==> src/rtl/moving_average1_decimator_pkg.sv <==
// -----------------------------------------------------------------------------
// MovingAverage1_types
//   Shared types and width constants for the moving-average decimator slice.
//   sample_t : signed 8-bit window sum / mean sample
//   SUM_W    : width of the filter's window sum
//   MEAN_W   : width of the scaled mean
//   DROP_W   : width of the saturating drop counter
// -----------------------------------------------------------------------------
package MovingAverage1_types;

  localparam int SUM_W  = 8;
  localparam int MEAN_W = 8;
  localparam int DROP_W = 8;

  typedef logic signed [SUM_W-1:0] sample_t;

endpackage

==> src/rtl/moving_average1_decimator_fifo.sv <==
// -----------------------------------------------------------------------------
// moving_average1_fifo
//   Small synchronous FIFO for decimated means. A push into a full FIFO is
//   accepted only when a pop happens on the same edge (occupancy unchanged).
//   The head is driven straight from storage and the read pointer, so it has
//   no combinational dependence on push/pop; it reads 0 while empty.
// Ports:
//   system1000      in  clock, rising edge
//   system1000_rstn in  asynchronous reset, active low
//   push / din      in  write request and data
//   pop             in  read request (ignored while empty)
//   head            out oldest entry, 0 when empty
//   full / empty    out occupancy flags
// -----------------------------------------------------------------------------
module moving_average1_fifo
  import MovingAverage1_types::*;
#(
  parameter int DEPTH = 4
) (
  input  logic    system1000,
  input  logic    system1000_rstn,
  input  logic    push,
  input  sample_t din,
  input  logic    pop,
  output sample_t head,
  output logic    full,
  output logic    empty
);

  localparam int PTR_W = $clog2(DEPTH);

  logic [PTR_W-1:0] wr_ptr_reg;
  logic [PTR_W-1:0] rd_ptr_reg;
  // One extra bit so a full FIFO (count == DEPTH) differs from an empty one.
  logic [PTR_W:0]   count_reg;
  sample_t          mem [DEPTH];

  logic do_pop;
  logic do_push;

  assign empty   = (count_reg == '0);
  assign full    = (count_reg == (PTR_W+1)'(DEPTH));
  assign do_pop  = pop && !empty;
  // Full FIFO still takes the new value if the head leaves on the same edge.
  assign do_push = push && (!full || do_pop);

  always_ff @(posedge system1000 or negedge system1000_rstn) begin
    if (!system1000_rstn) begin
      wr_ptr_reg <= '0;
      rd_ptr_reg <= '0;
      count_reg  <= '0;
    end else begin
      if (do_push) wr_ptr_reg <= wr_ptr_reg + 1'b1;
      if (do_pop)  rd_ptr_reg <= rd_ptr_reg + 1'b1;
      case ({do_push, do_pop})
        2'b10:   count_reg <= count_reg + 1'b1;
        2'b01:   count_reg <= count_reg - 1'b1;
        default: count_reg <= count_reg;
      endcase
    end
  end

  // Storage carries no reset; stale entries are masked by the empty flag.
  always_ff @(posedge system1000) begin
    if (do_push) mem[wr_ptr_reg] <= din;
  end

  assign head = empty ? sample_t'(0) : mem[rd_ptr_reg];

endmodule

==> src/rtl/moving_average1_decimator.sv <==
// -----------------------------------------------------------------------------
// moving_average1_decimator
//   Takes the per-cycle signed window sum of a 4-tap moving-average filter,
//   divides it by 4 (arithmetic shift) and keeps one mean every DECIM enabled
//   samples. Results queue in a FIFO and leave on a valid/ready stream. A
//   result that finds the FIFO full with no pop is dropped and counted.
//   Build option: define MOVAVG_ROUND_EN to round half up ((sum+2)>>>2)
//   instead of flooring (sum>>>2).
// Ports:
//   system1000      in  clock, rising edge
//   system1000_rstn in  asynchronous reset, active low
//   sum_i           in  signed 8-bit window sum
//   sample_en_i     in  qualifies sum_i, advances the decimation phase
//   clear_i         in  synchronous clear of overflow_o / drop_count_o
//   out_data_o      out FIFO head mean (0 when empty)
//   out_valid_o     out FIFO non-empty
//   out_ready_i     in  consumer takes the head when high with out_valid_o
//   overflow_o      out sticky: a result was dropped
//   drop_count_o    out dropped-result count, saturating at 255
// -----------------------------------------------------------------------------
module moving_average1_decimator
  import MovingAverage1_types::*;
#(
  parameter int DECIM      = 4,
  parameter int FIFO_DEPTH = 4
) (
  input  logic                     system1000,
  input  logic                     system1000_rstn,
  input  logic signed [SUM_W-1:0]  sum_i,
  input  logic                     sample_en_i,
  input  logic                     clear_i,
  output logic signed [MEAN_W-1:0] out_data_o,
  output logic                     out_valid_o,
  input  logic                     out_ready_i,
  output logic                     overflow_o,
  output logic [DROP_W-1:0]        drop_count_o
);

  // DECIM = 1 still gets a one-bit counter that simply stays at 0.
  localparam int                 PHASE_W    = (DECIM > 1) ? $clog2(DECIM) : 1;
  localparam logic [PHASE_W-1:0] PHASE_LAST = PHASE_W'(DECIM - 1);

  logic [PHASE_W-1:0] phase_reg;
  logic [PHASE_W-1:0] phase_next;
  logic               tick;

  logic signed [SUM_W:0] sum_wide;
  logic signed [SUM_W:0] sum_biased;
  sample_t               mean;

  logic               overflow_reg;
  logic [DROP_W-1:0]  drop_count_reg;

  sample_t fifo_head;
  logic    fifo_full;
  logic    fifo_empty;
  logic    pop;
  logic    drop;

  // ---------------- decimation phase ----------------
  assign tick = sample_en_i && (phase_reg == PHASE_LAST);

  always_comb begin
    phase_next = phase_reg;
    if (tick)             phase_next = '0;
    else if (sample_en_i) phase_next = phase_reg + 1'b1;
  end

  always_ff @(posedge system1000 or negedge system1000_rstn) begin
    if (!system1000_rstn) phase_reg <= '0;
    else                  phase_reg <= phase_next;
  end

  // ---------------- scaling to mean ----------------
  // Nine bits keep the +2 bias from wrapping at sum = 127; the shifted
  // value always lies in -32..32 so dropping the top bit is lossless.
  assign sum_wide = {sum_i[SUM_W-1], sum_i};
`ifdef MOVAVG_ROUND_EN
  assign sum_biased = sum_wide + 9'sd2;
`else
  assign sum_biased = sum_wide;
`endif
  assign mean = sample_t'(sum_biased >>> 2);

  // ---------------- output FIFO ----------------
  assign pop  = out_valid_o && out_ready_i;
  assign drop = tick && fifo_full && !pop;

  moving_average1_fifo #(
    .DEPTH (FIFO_DEPTH)
  ) u_fifo (
    .system1000      (system1000),
    .system1000_rstn (system1000_rstn),
    .push            (tick),
    .din             (mean),
    .pop             (pop),
    .head            (fifo_head),
    .full            (fifo_full),
    .empty           (fifo_empty)
  );

  assign out_data_o  = fifo_head;
  assign out_valid_o = !fifo_empty;

  // ---------------- drop accounting ----------------
  // Clear has priority over a coincident drop.
  always_ff @(posedge system1000 or negedge system1000_rstn) begin
    if (!system1000_rstn) begin
      overflow_reg   <= 1'b0;
      drop_count_reg <= '0;
    end else if (clear_i) begin
      overflow_reg   <= 1'b0;
      drop_count_reg <= '0;
    end else if (drop) begin
      overflow_reg <= 1'b1;
      if (drop_count_reg != '1) drop_count_reg <= drop_count_reg + 1'b1;
    end
  end

  assign overflow_o   = overflow_reg;
  assign drop_count_o = drop_count_reg;

endmodule

==> config.mk <==
export PLATFORM = sky130hd
export DESIGN_NAME = moving_average1_decimator
export DESIGN_NICKNAME = d
export VERILOG_FILES = /design/src/rtl/moving_average1_decimator_pkg.sv /design/src/rtl/moving_average1_decimator_fifo.sv /design/src/rtl/moving_average1_decimator.sv
export SDC_FILE = /design/constraint.sdc
export NUM_CORES = 1
export LEC_CHECK = 0
export CAP_MARGIN = 40
export CORE_UTILIZATION = 44
export DETAILED_ROUTE_END_ITERATION = 12
export MAX_ROUTING_LAYER = met4
export PLACE_DENSITY = 0.82
export SETUP_SLACK_MARGIN = 0.02
export SKIP_LAST_GASP = 1
export SLEW_MARGIN = 5
export SYNTH_ARGS = -nofsm -noshare
export SYNTH_HDL_FRONTEND = slang
export SYNTH_SLANG_ARGS = --single-unit
==> constraint.sdc <==
create_clock -name system1000 -period 2.35 [get_ports system1000]
set_input_delay 0.47 -clock system1000 [delete_from_list [all_inputs] [get_ports system1000]]
set_output_delay 0.47 -clock system1000 [all_outputs]
set_load 0.005 [all_outputs]
==> flow_summary.json <==
{
  "synth_top_flop_cell": "edfxtp_1",
  "hp-class": "primary input to async pin",
  "final_cell_area_um2": 2450,
  "synth_area_leaders": "edfxtp_1 38%, dfrtp_1 24%, mux4_2 7.1%",
  "drt-total-wl_mm": 3.65,
  "cts_max_level": 2,
  "die_w_um": 67.9,
  "antenna_found_initial": 0,
  "cts_tree": "done",
  "relSlewSlack": 0.781,
  "max_cap_violations": 0,
  "syn_inst": 140,
  "insertion_delay_ns": 0.29,
  "place_hpwl_mm": 2.58,
  "yosysTopAreaCell": "edfxtp_1",
  "synth_nets": 161,
  "fp.dieH_um": 67.9,
  "vdd_drop_max_uv": 377,
  "gp_congestion": 0.965,
  "numCtsBuffers": 5,
  "async_flop_share": 0.429,
  "period_needed_ns": 2.26,
  "clkSinkCount": 42,
  "wl_per_cell_um": 15.8,
  "root_buffer": "clkbuf_8",
  "p_leak_nw": 0.956,
  "core_area_um2": 4090,
  "yosysUniqueCellTypes": 32,
  "fin_crit_sh": 0.963,
  "ff_latch_area_um2": 1170,
  "path_clk_slew_ns": 0.08,
  "drt_iter0_drc": 39,
  "fmax_mhz": 442,
  "overflow": 0,
  "ys_ff_latch": 42,
  "final_common_cell": "edfxtp_1",
  "layout.nets": 201,
  "synth_seq_area_share": 0.612,
  "end_kind": "output port",
  "worst_pin_slew_ns": 0.327,
  "place_area_um2": 2290,
  "rows": 23,
  "port_buffers": 28,
  "via_per_inst": 5.34,
  "rsz0062_at_grt": "no",
  "num-fill-cells": 293,
  "start_util": 0.468,
  "vias": 1233,
  "cp_data_arrival_time_ns": 1.79,
  "drive_above_1_share": 0.210,
  "final_hold_viol_count": 0,
  "n_antenna_cell": 0,
  "fin_worst_skew_ns": 0.00669,
  "drt_pass1_iterations": 4,
  "grt_usage": 0.195,
  "slew_viol_final": 0,
  "ant_nets": 0,
  "required_ns": 1.88,
  "syn_area_per_cell_um2": 13.7,
  "grt_pass1_vias": 1270,
  "power.density_nw_per_um2": 992,
  "grt_max_degree": 19,
  "drc_errors": 0,
  "worstSetupStartpointType": "flop",
  "grt_pass1_wl_mm": 6.17,
  "dieArea_um2": 4620,
  "num_io_pins": 31,
  "largest_reg_flops": 24,
  "status": "finished, final reports clean",
  "yosysWarnings": 0,
  "setup_viol": 0,
  "final_cell_mix": "24 x edfxtp_1, 19 x clkdlybuf4s50_1, 17 x dfrtp_1",
  "synth_edf_count": 24,
  "multi_input_area_um2": 712,
  "critPathMaxFanout": 5,
  "synth_top_area_share": 0.377,
  "setup.worst_path.class": "flop to output port",
  "area_delta_synth_final_pct": 28.1,
  "cts_max_path_buffers": 2,
  "timing.hold.ws_ns": 0.500,
  "synth_area_um2": 1910
}
[timing repair]
action                     CTS  global route
setup endpoints to repair    9             2
pin swaps                    2             3
buffers inserted             4             1
hold buffers                 0             0
gates resized for setup     12             2
[report_power, final]
group	total, mW	internal [mW]	switching (mW)
clock	0.557	0.317	0.240
combinational	0.867	0.516	0.350
sequential	1.01	0.904	0.103
total	2.43	1.74	0.693
[worst paths after layout]
path                                      start                   end  slack [ns]  depth (start not counted)
max                        u_fifo.rd_ptr_reg[0]         out_data_o[4]        0.09                          4
min                             system1000_rstn       drop_count_o[6]        0.50                          2
max reg2reg                 u_fifo.count_reg[0]   u_fifo.count_reg[2]        0.12                          9
min reg2reg                 u_fifo.count_reg[2]   u_fifo.count_reg[2]        0.51                          1
max in group asynchronous       system1000_rstn  u_fifo.rd_ptr_reg[0]        1.63                          2
min in group system1000     u_fifo.count_reg[2]   u_fifo.count_reg[2]        0.51                          1
[worst max-delay path, cell delays in order (launching register included)]
cell           delay [ns]
dfrtp_2              0.43
buf_4                0.14
mux4_2               0.49
and2_1               0.18
dlygate4sd2_1        0.26
[cell usage after synthesis, types with 5 or more instances]
cell and count:
edfxtp_1 24, nor2_1 8, and2_1 12, dfrtp_1 18
nand2_1 7, inv_1 7, o21ai_0 5, ha_1 7
mux4_2 6
[cell families (layout without fill, tap and decap cells)]
| group | after synthesis | after routing | synth area share |
|---|---|---|---|
| AND/OR/NAND/NOR | 47 | 47 | 0.141 |
| XOR/XNOR | 6 | 6 | 0.0275 |
| multiplexers | 9 | 9 | 0.0876 |
| flip-flops | 42 | 42 | 0.612 |
| AO/OA/AOI/OAI | 14 | 14 | 0.0438 |
| buffers and inverters | 14 | 55 | 0.0314 |
| adder cells (fa/ha/maj) | 8 | 8 | 0.0562 |
[routing by layer]
layer | GRT usage | part of all wire
met1 | 0.243 | 0.44
met2 | 0.309 | 0.52
met3 | 0.0317 | 0.019
met4 | 0.0990 | 0.020
met5 | - | 0
[area by class of cell]
class,count,area share
well taps,50,0.0255
multi-input cells,84,0.291
repair buffers,40,0.150
inverters,7,0.0107
clock inverters,2,0.0153
clock buffers,6,0.0296
flip-flops and latches,42,0.479
[stage by stage]
step	utilization	setup TNS, ns	setup WS (ns)	total power, mW	instances
final	0.600	0	0.0879	2.43	231
after global routing	0.600	0	0.0292	2.59	231
after CTS	0.596	0	0.0505	2.43	230
after detailed placement	0.560	-0.577	-0.309	1.85	218
after global placement	0.560	-0.463	-0.256	1.79	218
after floorplan	-	0	0.0458	1.52	140
No activity file was read; power rests on OpenSTA's default activity.
==> variant (same flow settings) <==
Make the reset (`system1000_rstn`) synchronous in 3 clocked blocks. Comments in the files are not updated.
--- a/src/rtl/moving_average1_decimator_fifo.sv
+++ b/src/rtl/moving_average1_decimator_fifo.sv
@@ -44,7 +44,7 @@
   // Full FIFO still takes the new value if the head leaves on the same edge.
   assign do_push = push && (!full || do_pop);
 
-  always_ff @(posedge system1000 or negedge system1000_rstn) begin
+  always_ff @(posedge system1000) begin
     if (!system1000_rstn) begin
       wr_ptr_reg <= '0;
       rd_ptr_reg <= '0;
--- a/src/rtl/moving_average1_decimator.sv
+++ b/src/rtl/moving_average1_decimator.sv
@@ -66,7 +66,7 @@
     else if (sample_en_i) phase_next = phase_reg + 1'b1;
   end
 
-  always_ff @(posedge system1000 or negedge system1000_rstn) begin
+  always_ff @(posedge system1000) begin
     if (!system1000_rstn) phase_reg <= '0;
     else                  phase_reg <= phase_next;
   end
@@ -104,7 +104,7 @@
 
   // ---------------- drop accounting ----------------
   // Clear has priority over a coincident drop.
-  always_ff @(posedge system1000 or negedge system1000_rstn) begin
+  always_ff @(posedge system1000) begin
     if (!system1000_rstn) begin
       overflow_reg   <= 1'b0;
       drop_count_reg <= '0;
Check against the original RTL: differs if system1000_rstn is asserted again (counterexample within 10 cycles, from zero or initial values and one cycle with system1000_rstn low); with system1000_rstn held inactive, the same outputs for 10 cycles.
==> variant against the original RTL <==
  * Fmax rose by 2.0%
  * Setup slack better by 0.044 ns
  * Sequential cell count up 2
  * Area after synthesis rose by 3.1%
  * Hold slack worse by 0.021 ns
  * Cell area increased by 2.5%
  * Via count increased by 1.6%
  * Register-to-register slack gained 0.07 ns
  * Wire length shrank 4.3%
  * Critical endpoint is now out_data_o[6]
  * Largest cell class unchanged
Power is not compared: it rests on default switching activity, and its combinational part moved more than twofold at a synthesized area within 25%.
==> variant: results (changes against the original RTL) <==
- The run finished with clean final reports.
- The slack of the worst reg-to-reg path is 0.19 ns (+0.07 ns).
- Ranked by instance count, the synthesized netlist is headed by edfxtp_1, dfxtp_1, and2_1.
- The fraction of synthesis flops using an asynchronous set or reset pin came to 0% (-43 points).
- The worst setup skew after layout is 0.002220 ns (-0.004466 ns).
- The count of cell types in the netlist is 40 (+25%).
- The post-synthesis net count was 172 (+6.8%).
- The number of nets at the end of the flow came to 214 (+6.5%).
- The end of the critical path is out_data_o[6].
- The sequential power is between 0.8 and 0.9 mW.
- The worst reg2reg path depth is 8 (-1).
- The sink of the worst hold path is overflow_o.
- The number of fill cells in the layout was 354 (+21%).
- The worst reg2reg path startpoint is u_fifo.count_reg[0].
- The transition at the pin with the smallest max-transition slack is 0.3463 ns (+0.01897 ns).
- The placer's final routability congestion estimate is 0.8034 (-17%).
- The placed wire-length estimate is 2.583 mm (+0.20%).
- The met2 track demand over resource is 32.04% (+1.2 points).
- The number of synthesized flops with an enable pin is 24 (unchanged).
- The fraction of the yosys area taken by sequential cells is 56.85% (-4.4 points).
- The detailed route wirelength on metal2 came to 1.850 mm (-2.8%).
- VDD sags by at most about 380 µV.
- The clock share of power is about two fifths.
- By area the synthesized netlist is led by edfxtp_1, dfxtp_1, mux4_2, ha_1, and2_1.
- The post-cts repair resize count is 10 (-2).
- The via count of the first global-routing pass came to 1274 (+0.31%).
- The global-route met3 utilization came to 5.263% (+2.1 points).
- The worst register-to-register path ends at u_fifo.count_reg[2].
- The number of antenna violations at the first check in global routing was 0 (unchanged).
- The met1 routed wirelength after detailed routing is 1.421 mm (-11%).
- The number of vias per cell was 5.135 (-3.8%).
- The highest metal layer with signal wires is met4.
- The largest net degree at the start of global routing was 15 (-4).
- The number of DRC violations after detailed-routing iteration 0 was 71 (+82%).
- The cell count after placement is 231 (+6.0%).
- For this design the total switching power over the nets is 0.2851 mW.
- The startpoint of the worst hold path is overflow_o.
- The cell family contributing the most delay on the critical path is buffers and inverters.
- The met3 wire length is 149 µm (+110%).
- The critical path in this run is classified as reg -> out.
- The quantity of hold-fixing buffers added after cts came to 0 (unchanged).
- The path class of the tightest hold or removal check is reg -> reg.
- The highest attainable clock frequency is 450.8 MHz (+2.0%).
- The fraction of layout instances using a drive strength above 1 came to 20.62% (-0.38 points).
- The global routing usage on met1 came to 19.09% (-5.2 points).
- The worst setup timing slack at the placement stage is -0.3429 ns (-0.03399 ns).
- The overall fraction of global-route tracks in use is 18.51% (-1.0 points).
- The arrival time at the worst endpoint is 1.75 ns (-0.04 ns).
- The count of non-filler cells in the finished layout is 244 (+5.6%).
- The post-CTS clock slew at the launch and capture registers of the worst setup and hold paths came to 0.08 ns (about the same).
- The routed wire length per instance is 14.30 µm (-9.4%).
- The gate count of the mapped netlist is 151 (+7.9%).
- The largest fanout on the critical path is 6 (+1).
- The global-route wire length before repair is 5.851 mm (-5.1%).
- The setup fix buffers added after clock tree synthesis is 2 (-2).
## variant: per-stage QoR
stage               util (%)  hold slack [ns]  area [µm²]
finish                 60.60           0.4792        2511
global route           60.60           0.5081        2511
CTS                    59.81           0.4861        2479
detailed placement     56.64           0.4615        2347
global placement       56.64           0.4692        2347
floorplan                  -           0.4604        1972
## variant: cell type report
class / instances / area share, %
inverters: 7 / 1.046
repair buffers: 43 / 15.94
clock buffers: 5 / 2.740
multi-input cells: 92 / 31.39
clock inverters: 3 / 1.694
flip-flops and latches: 44 / 44.69
well taps: 50 / 2.491
## variant: cell families after synthesis
| logic type | share of synthesized area [%] |
|---|---|
| AND/OR/NAND/NOR | 17.58 |
| flip-flops | 56.85 |
| AO/OA/AOI/OAI | 6.156 |
| buffers and inverters | 3.490 |
| adder cells (fa/ha/maj) | 5.457 |
| XOR/XNOR | 3.109 |
| multiplexers | 7.360 |
